[src/rtl/i2c_slave_rx_ctrl_if.sv]
// Bus bundle between the I2C slave receive sequencer and its neighbours
// (bit/byte read unit, ACK driver, host-side receive buffer, transmit path).
interface i2c_slave_rx_ctrl_if;
    logic       en;
    logic [6:0] own_addr;
    logic       scl_i;

    logic       rd_en;
    logic       is_byte;
    logic       rd_ld;
    logic       rd_bit;
    logic       get_start;
    logic       get_stop;
    logic       bus_err;
    logic       rd_finish;

    logic       ack_req;
    logic       ack_val;
    logic       ack_done;

    logic [7:0] rx_data;
    logic       rx_valid;
    logic       rx_ready;

    logic       tx_active;
    logic       addr_hit;
    logic       stop_det;
    logic       err;
    logic       busy;

    // master: the sequencer itself; slave: everything around it
    modport master (
        input  en, own_addr, scl_i,
        input  rd_ld, rd_bit, get_start, get_stop, bus_err, rd_finish,
        input  ack_done, rx_ready,
        output rd_en, is_byte, ack_req, ack_val, rx_data, rx_valid,
        output tx_active, addr_hit, stop_det, err, busy
    );

    modport slave (
        output en, own_addr, scl_i,
        output rd_ld, rd_bit, get_start, get_stop, bus_err, rd_finish,
        output ack_done, rx_ready,
        input  rd_en, is_byte, ack_req, ack_val, rx_data, rx_valid,
        input  tx_active, addr_hit, stop_det, err, busy
    );
endinterface

[src/rtl/i2c_slave_rx_ctrl.sv]
// I2C slave receive sequencer: START/address/data recognition, ACK slot
// requests, one-byte receive buffer and hand-off of master-read transfers.
//
// state        | meaning
// IDLE         | controller disabled
// WAIT_START   | enabled, waiting for START
// START_HOLD   | START seen, waiting for SCL low before counting bits
// ADDR         | shifting in the address byte
// ADDR_ACK     | ACK of own address in progress
// DATA         | shifting in a write data byte
// DATA_ACK     | ACK/NACK of a data byte in progress
// HANDOFF      | master-read transfer, transmit path owns the bus
// IGNORE       | not addressed or NACKed, waiting for START/STOP
module i2c_slave_rx_ctrl #(
    parameter int ADDR_W = 7
) (
    input logic                  clk,
    input logic                  rst_n,
    i2c_slave_rx_ctrl_if.master  bus
);

    typedef enum logic [3:0] {
        S_IDLE       = 4'd0,
        S_WAIT_START = 4'd1,
        S_START_HOLD = 4'd2,
        S_ADDR       = 4'd3,
        S_ADDR_ACK   = 4'd4,
        S_DATA       = 4'd5,
        S_DATA_ACK   = 4'd6,
        S_HANDOFF    = 4'd7,
        S_IGNORE     = 4'd8
    } state_t;

    state_t     state_q, state_d;
    logic [7:0] shift_q, shift_d;
    logic       rw_q, rw_d;
    logic       ack_val_q, ack_val_d;
    logic [7:0] rx_data_q, rx_data_d;
    logic       rx_valid_q, rx_valid_d;
    logic       drop_q, drop_d;
    logic       addr_hit_q, addr_hit_d;
    logic       stop_det_q, stop_det_d;
    logic       err_q, err_d;

    logic rx_take;
    logic addressed;
    logic bus_err_seen;
    logic addr_match;

    assign rx_take      = rx_valid_q & bus.rx_ready;
    assign addressed    = (state_q == S_ADDR_ACK) || (state_q == S_DATA) ||
                          (state_q == S_DATA_ACK) || (state_q == S_HANDOFF);
    assign bus_err_seen = bus.bus_err && (state_q != S_HANDOFF);
    assign addr_match   = (shift_q[7:8-ADDR_W] == bus.own_addr);

    always_ff @(posedge clk or negedge rst_n) begin
        if (!rst_n) begin
            state_q    <= S_IDLE;
            shift_q    <= 8'h00;
            rw_q       <= 1'b0;
            ack_val_q  <= 1'b0;
            rx_data_q  <= 8'h00;
            rx_valid_q <= 1'b0;
            drop_q     <= 1'b0;
            addr_hit_q <= 1'b0;
            stop_det_q <= 1'b0;
            err_q      <= 1'b0;
        end else begin
            state_q    <= state_d;
            shift_q    <= shift_d;
            rw_q       <= rw_d;
            ack_val_q  <= ack_val_d;
            rx_data_q  <= rx_data_d;
            rx_valid_q <= rx_valid_d;
            drop_q     <= drop_d;
            addr_hit_q <= addr_hit_d;
            stop_det_q <= stop_det_d;
            err_q      <= err_d;
        end
    end

    always_comb begin
        state_d    = state_q;
        shift_d    = shift_q;
        rw_d       = rw_q;
        ack_val_d  = ack_val_q;
        rx_data_d  = rx_data_q;
        rx_valid_d = rx_valid_q;
        drop_d     = 1'b0;
        addr_hit_d = 1'b0;
        stop_det_d = 1'b0;
        err_d      = 1'b0;

        if (rx_take) begin
            rx_valid_d = 1'b0;
        end

        if (bus.rd_ld && ((state_q == S_ADDR) || (state_q == S_DATA))) begin
            shift_d = {shift_q[6:0], bus.rd_bit};
        end

        if (!bus.en) begin
            state_d = S_IDLE;
        end else begin
            case (state_q)
                S_IDLE: begin
                    state_d = S_WAIT_START;
                end
                S_WAIT_START: begin
                    if (bus.get_start) begin
                        state_d = S_START_HOLD;
                    end
                end
                S_IGNORE: begin
                    if (bus.get_stop) begin
                        state_d = S_WAIT_START;
                    end else if (bus.get_start) begin
                        state_d = S_START_HOLD;
                    end
                end
                S_START_HOLD: begin
                    shift_d = 8'h00;
                    if (!bus.scl_i) begin
                        state_d = S_ADDR;
                    end
                end
                default: begin
                    // bus conditions override any byte or ACK slot in progress
                    if (bus.get_stop) begin
                        stop_det_d = addressed;
                        err_d      = bus_err_seen;
                        state_d    = S_WAIT_START;
                    end else if (bus.get_start) begin
                        err_d   = bus_err_seen;
                        state_d = S_START_HOLD;
                    end else if (bus_err_seen) begin
                        err_d   = 1'b1;
                        state_d = S_WAIT_START;
                    end else begin
                        case (state_q)
                            S_ADDR: begin
                                if (bus.rd_finish) begin
                                    drop_d = 1'b1;
                                    if (addr_match) begin
                                        rw_d       = shift_q[0];
                                        addr_hit_d = 1'b1;
                                        ack_val_d  = 1'b0;
                                        state_d    = S_ADDR_ACK;
                                    end else begin
                                        state_d = S_IGNORE;
                                    end
                                end
                            end
                            S_ADDR_ACK: begin
                                if (bus.ack_done) begin
                                    state_d = rw_q ? S_HANDOFF : S_DATA;
                                end
                            end
                            S_DATA: begin
                                if (bus.rd_finish) begin
                                    drop_d  = 1'b1;
                                    state_d = S_DATA_ACK;
                                    if (!rx_valid_q || rx_take) begin
                                        rx_data_d  = shift_q;
                                        rx_valid_d = 1'b1;
                                        ack_val_d  = 1'b0;
                                    end else begin
                                        ack_val_d = 1'b1;
                                        err_d     = 1'b1;
                                    end
                                end
                            end
                            S_DATA_ACK: begin
                                if (bus.ack_done) begin
                                    state_d = ack_val_q ? S_IGNORE : S_DATA;
                                end
                            end
                            default: begin
                            end
                        endcase
                    end
                end
            endcase
        end
    end

    // drop_q forces one idle cycle of rd_en so the read unit releases rd_finish
    assign bus.rd_en     = ((state_q == S_WAIT_START) || (state_q == S_ADDR) ||
                            (state_q == S_DATA) || (state_q == S_HANDOFF) ||
                            (state_q == S_IGNORE)) && !drop_q;
    assign bus.is_byte   = 1'b1;
    assign bus.ack_req   = (state_q == S_ADDR_ACK) || (state_q == S_DATA_ACK);
    assign bus.ack_val   = ack_val_q && bus.ack_req;
    assign bus.rx_data   = rx_data_q;
    assign bus.rx_valid  = rx_valid_q;
    assign bus.tx_active = (state_q == S_HANDOFF);
    assign bus.addr_hit  = addr_hit_q;
    assign bus.stop_det  = stop_det_q;
    assign bus.err       = err_q;
    assign bus.busy      = (state_q != S_IDLE) && (state_q != S_WAIT_START);

endmodule
[src/flat_wrapper.sv]
// flat-port wrapper written by rule: the top's interface ports become plain ports
module i2c_slave_rx_ctrl_flat 
#(
    parameter int ADDR_W = 7
)
  (clk, rst_n, bus_en, bus_own_addr, bus_scl_i, bus_rd_ld, bus_rd_bit, bus_get_start, bus_get_stop, bus_bus_err, bus_rd_finish, bus_ack_done, bus_rx_ready, bus_rd_en, bus_is_byte, bus_ack_req, bus_ack_val, bus_rx_data, bus_rx_valid, bus_tx_active, bus_addr_hit, bus_stop_det, bus_err, bus_busy);
  i2c_slave_rx_ctrl_if bus_i ();
  input logic clk;
  input logic rst_n;
  input wire logic [$bits(bus_i.en)-1:0] bus_en;
  input wire logic [$bits(bus_i.own_addr)-1:0] bus_own_addr;
  input wire logic [$bits(bus_i.scl_i)-1:0] bus_scl_i;
  input wire logic [$bits(bus_i.rd_ld)-1:0] bus_rd_ld;
  input wire logic [$bits(bus_i.rd_bit)-1:0] bus_rd_bit;
  input wire logic [$bits(bus_i.get_start)-1:0] bus_get_start;
  input wire logic [$bits(bus_i.get_stop)-1:0] bus_get_stop;
  input wire logic [$bits(bus_i.bus_err)-1:0] bus_bus_err;
  input wire logic [$bits(bus_i.rd_finish)-1:0] bus_rd_finish;
  input wire logic [$bits(bus_i.ack_done)-1:0] bus_ack_done;
  input wire logic [$bits(bus_i.rx_ready)-1:0] bus_rx_ready;
  output wire logic [$bits(bus_i.rd_en)-1:0] bus_rd_en;
  output wire logic [$bits(bus_i.is_byte)-1:0] bus_is_byte;
  output wire logic [$bits(bus_i.ack_req)-1:0] bus_ack_req;
  output wire logic [$bits(bus_i.ack_val)-1:0] bus_ack_val;
  output wire logic [$bits(bus_i.rx_data)-1:0] bus_rx_data;
  output wire logic [$bits(bus_i.rx_valid)-1:0] bus_rx_valid;
  output wire logic [$bits(bus_i.tx_active)-1:0] bus_tx_active;
  output wire logic [$bits(bus_i.addr_hit)-1:0] bus_addr_hit;
  output wire logic [$bits(bus_i.stop_det)-1:0] bus_stop_det;
  output wire logic [$bits(bus_i.err)-1:0] bus_err;
  output wire logic [$bits(bus_i.busy)-1:0] bus_busy;
  assign bus_i.en = bus_en;
  assign bus_i.own_addr = bus_own_addr;
  assign bus_i.scl_i = bus_scl_i;
  assign bus_i.rd_ld = bus_rd_ld;
  assign bus_i.rd_bit = bus_rd_bit;
  assign bus_i.get_start = bus_get_start;
  assign bus_i.get_stop = bus_get_stop;
  assign bus_i.bus_err = bus_bus_err;
  assign bus_i.rd_finish = bus_rd_finish;
  assign bus_i.ack_done = bus_ack_done;
  assign bus_i.rx_ready = bus_rx_ready;
  assign bus_rd_en = bus_i.rd_en;
  assign bus_is_byte = bus_i.is_byte;
  assign bus_ack_req = bus_i.ack_req;
  assign bus_ack_val = bus_i.ack_val;
  assign bus_rx_data = bus_i.rx_data;
  assign bus_rx_valid = bus_i.rx_valid;
  assign bus_tx_active = bus_i.tx_active;
  assign bus_addr_hit = bus_i.addr_hit;
  assign bus_stop_det = bus_i.stop_det;
  assign bus_err = bus_i.err;
  assign bus_busy = bus_i.busy;
  i2c_slave_rx_ctrl #(.ADDR_W(ADDR_W)) u_core (.clk(clk), .rst_n(rst_n), .bus(bus_i));
endmodule
[config.mk]
export PLATFORM = sky130hd
export DESIGN_NAME = i2c_slave_rx_ctrl_flat
export DESIGN_NICKNAME = d
export VERILOG_FILES = /design/src/rtl/i2c_slave_rx_ctrl_if.sv /design/src/rtl/i2c_slave_rx_ctrl.sv /design/src/flat_wrapper.sv
export SDC_FILE = /design/constraint.sdc
export NUM_CORES = 1
export LEC_CHECK = 0
export ABC_AREA = 1
export BUFFER_PORTS_ARGS = -buffer_cell sky130_fd_sc_hd__buf_2
export CORE_MARGIN = 3
export CORE_UTILIZATION = 53
export DETAILED_ROUTE_END_ITERATION = 6
export GPL_ROUTABILITY_DRIVEN = 1
export PLACE_DENSITY = 0.86
export SYNTH_ARGS = -nofsm -noshare
export SYNTH_HDL_FRONTEND = slang
export SYNTH_SLANG_ARGS = --single-unit
[constraint.sdc]
create_clock -name clk -period 2 [get_ports clk]
set_input_delay 0.4 -clock clk [delete_from_list [all_inputs] [get_ports clk]]
set_output_delay 0.4 -clock clk [all_outputs]
set_load 0.01 [all_outputs]
==> run_results.csv, run 1 <==
group,metric,value,unit
outcome,status,"finished clean",
critical_path,worst-path-max-fanout,7,
clock_network,htreeDepth,1,
timing,setup_viol,0,
detailed_routing,post_drt_wl_per_cell,12.9,µm
finish,seq_area,678,µm²
clock_network,cts-root-buf,"clkbuf_4",
timing,worstMarginPinSlew,0.597,ns
detailed_routing,wl,3.64,mm
critical_path,cp.required,1.60,ns
detailed_routing,drc,0,
synthesis,synthTopCellsByArea,"dfrtp_1 (42%), nand2_1 (14%), inv_1 (5.4%)",
floorplanning,core-area,0.00283,mm²
clock_network,clock_sinks,27,
synthesis,synth_area_per_cell,7.54,µm²
floorplanning,rows,19,
detailed_routing,ant_nets,0,
finish,fin_nets,271,
pwr,peakVddDrop,440,µV
timing,finalHoldViolations,0,
grt,antenna_found_initial,0,
pwr,p_switching,0.653,mW
synthesis,synth-edff-count,0,
grt,track_usage,0.208,
timing,rsz0062_at_grt,"false",
clock_network,path_clk_slew,0.16,ns
synthesis,syn_inst,213,
pwr,seqPwrFrac,0.452,
timing,period_minus_slack,1.86,ns
finish,fill_cells,258,
detailed_routing,vias,1485,
finish,multi_input_area,781,µm²
detailed_routing,first_pass_iters,7,
synthesis,yosys_most_used_dff,"dfrtp_1",
synthesis,synth_top_area_cell,"dfrtp_1",
clock_network,clockBufferDepth,2,
critical_path,crit_buf_inv,3,
critical_path,slowest_stage,"dfrtp_1",
finish,diodes,0,
timing,max_slew_margin,0.602,
synthesis,synth.most_common_cell,"nand2_1",
synthesis,synth.distinct_cells,29,
synthesis,synthTopCellsByCount,"nand2_1 (62), dfrtp_1 (27), inv_1 (23)",
floorplanning,die-area,0.00373,mm²
floorplanning,boundaryPins,37,
grt,grt-ovfl-total,0,
pwr,internal_power,0.958,mW
pwr,p_comb_frac,0.388,
clock_network,cts-hold-fix-buffers,0,
critical_path,cp_cell_sequence,"nor2_4 > inv_2 > nor2_1 > inv_2 > buf_2",
critical_path,path_common_cell,"inv_2",
detailed_routing,drt-vias-per-instance,5.27,
clock_network,cts_buffers,3,
pwr,power_density,870,mW/mm²
worst_hold_path,min_path_type,"in2async",
grt,grt_pass1_vias,1216,
synthesis,synth_fp_nets,232,
timing,clock_skew,0.00545,ns
timing,maxSlewViolCount,0,
synthesis,async_reset_ff_frac,1.00,
timing,finalCritPeriodShare,0.930,
placement,dp_hpwl,2.76,mm
critical_path,endpoint_kind,"output pin",
synthesis,synth_warnings,0,
placement,portBuffers,35,
timing,hold_slack,0.0448,ns
grt,grt_pass1_wl,5.70,mm
placement,gp_congestion,0.955,
floorplanning,start_util,0.568,
job,maxCapViolations,0,
synthesis,synth_top_area_share,0.421,
grt,grt_max_degree,28,
pwr,p_leak,1.03,nW
synthesis,ys_seq_area_frac,0.421,
floorplanning,die-width,61.1,µm
timing,fin_tns_setup,0,ns
critical_path,cpPeakStageDelay,0.50,ns
critical_path,critPathTopFamily,"flip-flops",
detailed_routing,drtIter0Drc,101,
synthesis,syn_area,0.00161,mm²
timing,fmax,0.537,GHz
clock_network,clk_latency,0.33,ns
finish,drive_gt1_frac,0.315,
pwr,clkPwrFrac,0.160,
synthesis,synth_seq_cells,27,
finish,syn_to_final_growth,15.2,%
critical_path,startpoint_type,"register",
critical_path,critPathArrivalTime,1.46,ns
floorplanning,die_h,61.1,µm
critical_path,critPathKind,"reg2out",
clock_network,cts_tree,"done",
pwr,swShare,0.405,
[cells in the final DEF, fill, tap and decap left out, drive strengths merged]
master  count
a211oi      1
a21oi      10
a31oi       1
buf        38
clkbuf      3
clkinv      1
conb        1
dfrtp      27
inv        33
nand2      67
nand3       9
nand4       3
nor2       25
nor3        3
o211ai      2
o21ai      16
o22ai       7
xnor2       3
xor2        1
[power groups by stage]
stage / sequential (mW) / combinational, mW / clock [mW]
2_1_floorplan: 0.712 / 0.476 / 0
3_3_place_gp: 0.741 / 0.583 / 0
3_5_place_dp: 0.744 / 0.586 / 0
4_1_cts: 0.733 / 0.589 / 0.266
5_1_grt: 0.743 / 0.702 / 0.285
6_report: 0.728 / 0.625 / 0.258
[stage by stage]
step	instances	power, mW	setup slack, ns	instance area [µm²]	utilization
floorplan	213	1.19	0.556	1610	-
CTS	279	1.59	0.0230	1820	0.643
global route	282	1.73	0.0362	1850	0.654
finish	282	1.61	0.139	1850	0.654
global placement	275	1.32	0.381	1790	0.632
detailed placement	275	1.33	0.367	1790	0.632
[area by class of cell]
| cell class | count | share of cell area |
|---|---|---|
| clock buffers | 3 | 0.0122 |
| clock inverters | 1 | 0.00473 |
| inverters | 33 | 0.0669 |
| multi-input cells | 149 | 0.422 |
| flip-flops and latches | 27 | 0.366 |
| well taps | 31 | 0.0210 |
| repair buffers | 38 | 0.107 |
[worst register-to-register path, cell delays in order, from the launching register on]
cell     delay, ns
dfrtp_1       0.52
inv_2         0.07
nand2_1       0.11
nor2_4        0.04
buf_4         0.15
nor2_4        0.13
nand4_2       0.12
inv_2         0.12
nand2_4       0.15
nand2_1       0.13
o21ai_2       0.05
[logic make-up after synthesis]
logic type | synth area share
DFF | 0.421
buffers and inverters | 0.0981
xor gates and xnor gates | 0.0218
and+or+nand+nor | 0.307
AOI/OAI and AO/OA | 0.150
other | 0.00233
[registers in the layout (all words and copies together), names as in the netlist]
| register | flops |
|---|---|
| u_core.ack_val_q | 1 |
| u_core.bus.addr_hit | 1 |
| u_core.bus.err | 1 |
| u_core.bus.rx_data | 8 |
| u_core.bus.rx_valid | 1 |
| u_core.bus.stop_det | 1 |
| u_core.drop_q | 1 |
| u_core.rw_q | 1 |
| u_core.shift_q | 8 |
| u_core.state_q | 4 |
[per-layer routing]
metal  GRT usage  vias up  part of all wire
li1            -      751                 -
met1       0.305      656              0.45
met2       0.320       72              0.46
met3      0.0273        6             0.078
met4      0.0650        0             0.016
met5           0        -                 0
[worst paths after layout]
path                                              startpoint                                end  slack (ns)  depth (start not counted)
setup / recovery               u_core.state_q[3]$_DFFE_PN0P_                           bus_busy        0.14                          5
setup reg to reg               u_core.state_q[2]$_DFFE_PN0P_  u_core.bus.rx_data[7]$_DFFE_PN0P_        0.32                         10
max in group asynchronous                              rst_n      u_core.state_q[1]$_DFFE_PN0P_        1.53                          1
hold reg to reg            u_core.bus.rx_data[4]$_DFFE_PN0P_  u_core.bus.rx_data[4]$_DFFE_PN0P_        0.50                          2
hold / removal                                         rst_n  u_core.bus.rx_data[3]$_DFFE_PN0P_        0.04                          1
min in group clk                                bus_rx_ready      u_core.bus.rx_valid$_DFF_PN0_        0.33                          4
[repair_timing]
| item | CTS | global route |
|---|---|---|
| buffers inserted | 0 | 3 |
| endpoints found under the setup margin | 0 | 2 |
| gates resized for setup | 0 | 4 |
(Power assumes the default switching activity.)
==> inputs of run 2 (changes only) <==
--- a/config.mk
+++ b/config.mk
@@ -6,8 +6,7 @@
 export NUM_CORES = 1
 export LEC_CHECK = 0
 export ABC_AREA = 1
-export BUFFER_PORTS_ARGS = -buffer_cell sky130_fd_sc_hd__buf_2
-export CORE_MARGIN = 3
+export BUFFER_PORTS_ARGS = -buffer_cell sky130_fd_sc_hd__buf_4
 export CORE_UTILIZATION = 53
 export DETAILED_ROUTE_END_ITERATION = 6
 export GPL_ROUTABILITY_DRIVEN = 1
==> run 2 against run 1 <==
  * The run now ends with design-rule violations left
  * Die area decreased by 13%
  * Power decreased by 0.64%
  * Critical path depth increased by 1
  * Setup slack got worse by 0.035 ns
  * Clock power decreased by 4%
  * Critical path type unchanged
  * Sequential share of layout area decreased by 1.5 points
  * Final cell count decreased by 0.35%
  * Sequential power increased by 1%
==> run_results.csv, run 2 (synthesis gave the netlist of run 1 again) <==
group,metric,value,unit
critical_path,reg2reg_depth,9,
grt,grt_pass1_wl,6.06,mm
timing,finalCritPeriodShare,0.948,
critical_path,r2r-start,"u_core.state_q[3]$_DFFE_PN0P_",
timing,clock_skew,0.00707,ns
detailed_routing,drt-vias-per-instance,5.27,
placement,gp_congestion,0.906,
detailed_routing,wl,3.61,mm
detailed_routing,drtIter0Drc,86,
placement,preCtsSetupSlack,0.350,ns
critical_path,worst-path-max-fanout,10,
placement,dp_hpwl,2.76,mm
pwr,seqPwrFrac,0.461,
timing,layout_setup_ws,0.104,ns
critical_path,startpoint_type,"register",
clock_network,clk_latency,0.33,ns
finish,fin_area,0.00193,mm²
placement,placed_area,0.00188,mm²
floorplanning,die_h,57.1,µm
critical_path,cp_cell_sequence,"nor2_1 > inv_1 > nor2_4 > a21oi_1 > nor2_1 > buf_4",
outcome,violations,"design-rule violations",
pwr,peakVddDrop,440,µV
finish,diodes,0,
timing,finalHoldViolations,0,
critical_path,cp.required,1.60,ns
worst_hold_path,hp-start,"bus_rx_ready",
finish,multi_input_area,776,µm²
grt,antenna_found_initial,0,
timing,fin_tns_setup,0,ns
clock_network,clock_sinks,27,
worst_hold_path,min_path_type,"in2reg",
grt,track_usage,0.243,
critical_path,path_common_cell,"nor2_1",
placement,portBuffers,35,
grt,grt-ovfl-total,0,
critical_path,crit_start,"u_core.state_q[1]$_DFFE_PN0P_",
clock_network,clockBufferDepth,2,
critical_path,critPathKind,"reg2out",
clock_network,htreeDepth,1,
timing,setup_viol,0,
worst_hold_path,min_path_cells,4,
pwr,finalPower,1.60,mW
pwr,p_switching,0.643,mW
finish,drive_gt1_frac,0.304,
detailed_routing,first_pass_iters,6,
floorplanning,die-width,57.1,µm
detailed_routing,ant_nets,0,
timing,period_minus_slack,1.90,ns
floorplanning,boundaryPins,37,
pwr,p_comb_frac,0.384,
grt,grt_max_degree,28,
floorplanning,start_util,0.573,
floorplanning,die-area,0.00326,mm²
job,maxCapViolations,0,
clock_network,cts_buffers,3,
pwr,p_leak,1.03,nW
finish,seq_area,678,µm²
grt,grt_pass1_vias,1312,
floorplanning,rows,19,
pwr,power_density,831,mW/mm²
detailed_routing,vias,1482,
finish,fin_nets,270,
pwr,clkPwrFrac,0.155,
detailed_routing,drc,4,
finish,layout_common_cells,"nand2_1 (62), buf_4 (36), dfrtp_1 (25)",
finish,fill_cells,255,
pwr,swShare,0.401,
timing,maxSlewViolCount,0,
critical_path,slowest_stage,"dfrtp_2",
critical_path,critPathArrivalTime,1.50,ns
detailed_routing,post_drt_wl_per_cell,12.9,µm
timing,fmax,0.527,GHz
clock_network,cts_tree,"done",
timing,rsz0062_at_grt,"false",
critical_path,endpoint_kind,"output pin",
critical_path,cpPeakStageDelay,0.50,ns
finish,final_common_cell,"nand2_1",
finish,syn_to_final_growth,19.9,%
clock_network,cts-root-buf,"clkbuf_4",
outcome,status,"complete, but fails checks",
clock_network,path_clk_slew,0.15,ns
floorplanning,core-area,0.00281,mm²
pwr,internal_power,0.958,mW
run 2: changes by cell type in the layout (fill, tap and decap cells not counted), sizes merged:
cell / previous run / this run
buf: 38 / 36
clkinvlp: 0 / 1
dlygate4sd3: 0 / 1
inv: 33 / 32
run 2: timing repair:
action,in CTS,in global routing
gates resized for setup,0,3
hold buffers,1,0
buffers inserted,0,0
endpoints found under the setup margin,0,2
hold endpoints to repair,27,0
run 2: path summary, 6_finish.rpt:
| path | slack (ns) | end |
|---|---|---|
| max reg2reg | 0.29 | u_core.state_q[0]$_DFFE_PN0P_ |
| min in group asynchronous | 0.50 | u_core.shift_q[7]$_DFF_PN0_ |
| min | 0.33 | u_core.bus.rx_valid$_DFF_PN0_ |
| min reg2reg | 0.50 | u_core.bus.rx_data[3]$_DFFE_PN0P_ |
| max | 0.10 | bus_rd_en |
| max in group asynchronous | 1.23 | u_core.state_q[1]$_DFFE_PN0P_ |
run 2: per-layer routing:
layer | global-route usage | part of all wire | vias to the layer above
met5 | 0 | 0 | -
met4 | 0.0453 | 0.0072 | 0
li1 | - | - | 745
met1 | 0.352 | 0.45 | 657
met3 | 0.0499 | 0.084 | 4
met2 | 0.385 | 0.46 | 76
run 2: final cells by class:
class                      instances  share of cell area
clock buffer                       3              0.0117
clock inverter                     1             0.00390
inverter                          33              0.0643
multi-input combinational        149               0.403
sequential                        27               0.352
tap                               31              0.0201
timing repair buffer              37               0.145
run 2: power groups by stage:
stage / clock network (mW) / logic [mW] / registers [mW]
3_3_place_gp: 0 / 0.598 / 0.737
6_report: 0.248 / 0.615 / 0.737
5_1_grt: 0.272 / 0.698 / 0.756
4_1_cts: 0.249 / 0.612 / 0.732
2_1_floorplan: 0 / 0.476 / 0.712
3_5_place_dp: 0 / 0.608 / 0.743
run 2: worst max-delay path, delay by kind of cell (launching register included):
family	cells	cell delay (ns)
DFF	1	0.50
and+or+nand+nor	3	0.38
buffers and inverters	2	0.20
AOI/OAI and AO/OA	1	0.07
run 2: stage by stage:
stage	instances	hold slack [ns]	util
after floorplan	213	0.104	-
after global placement	276	0.329	0.671
after detailed placement	276	0.331	0.671
after CTS	281	0.338	0.685
after global routing	281	0.353	0.687
final	281	0.335	0.687
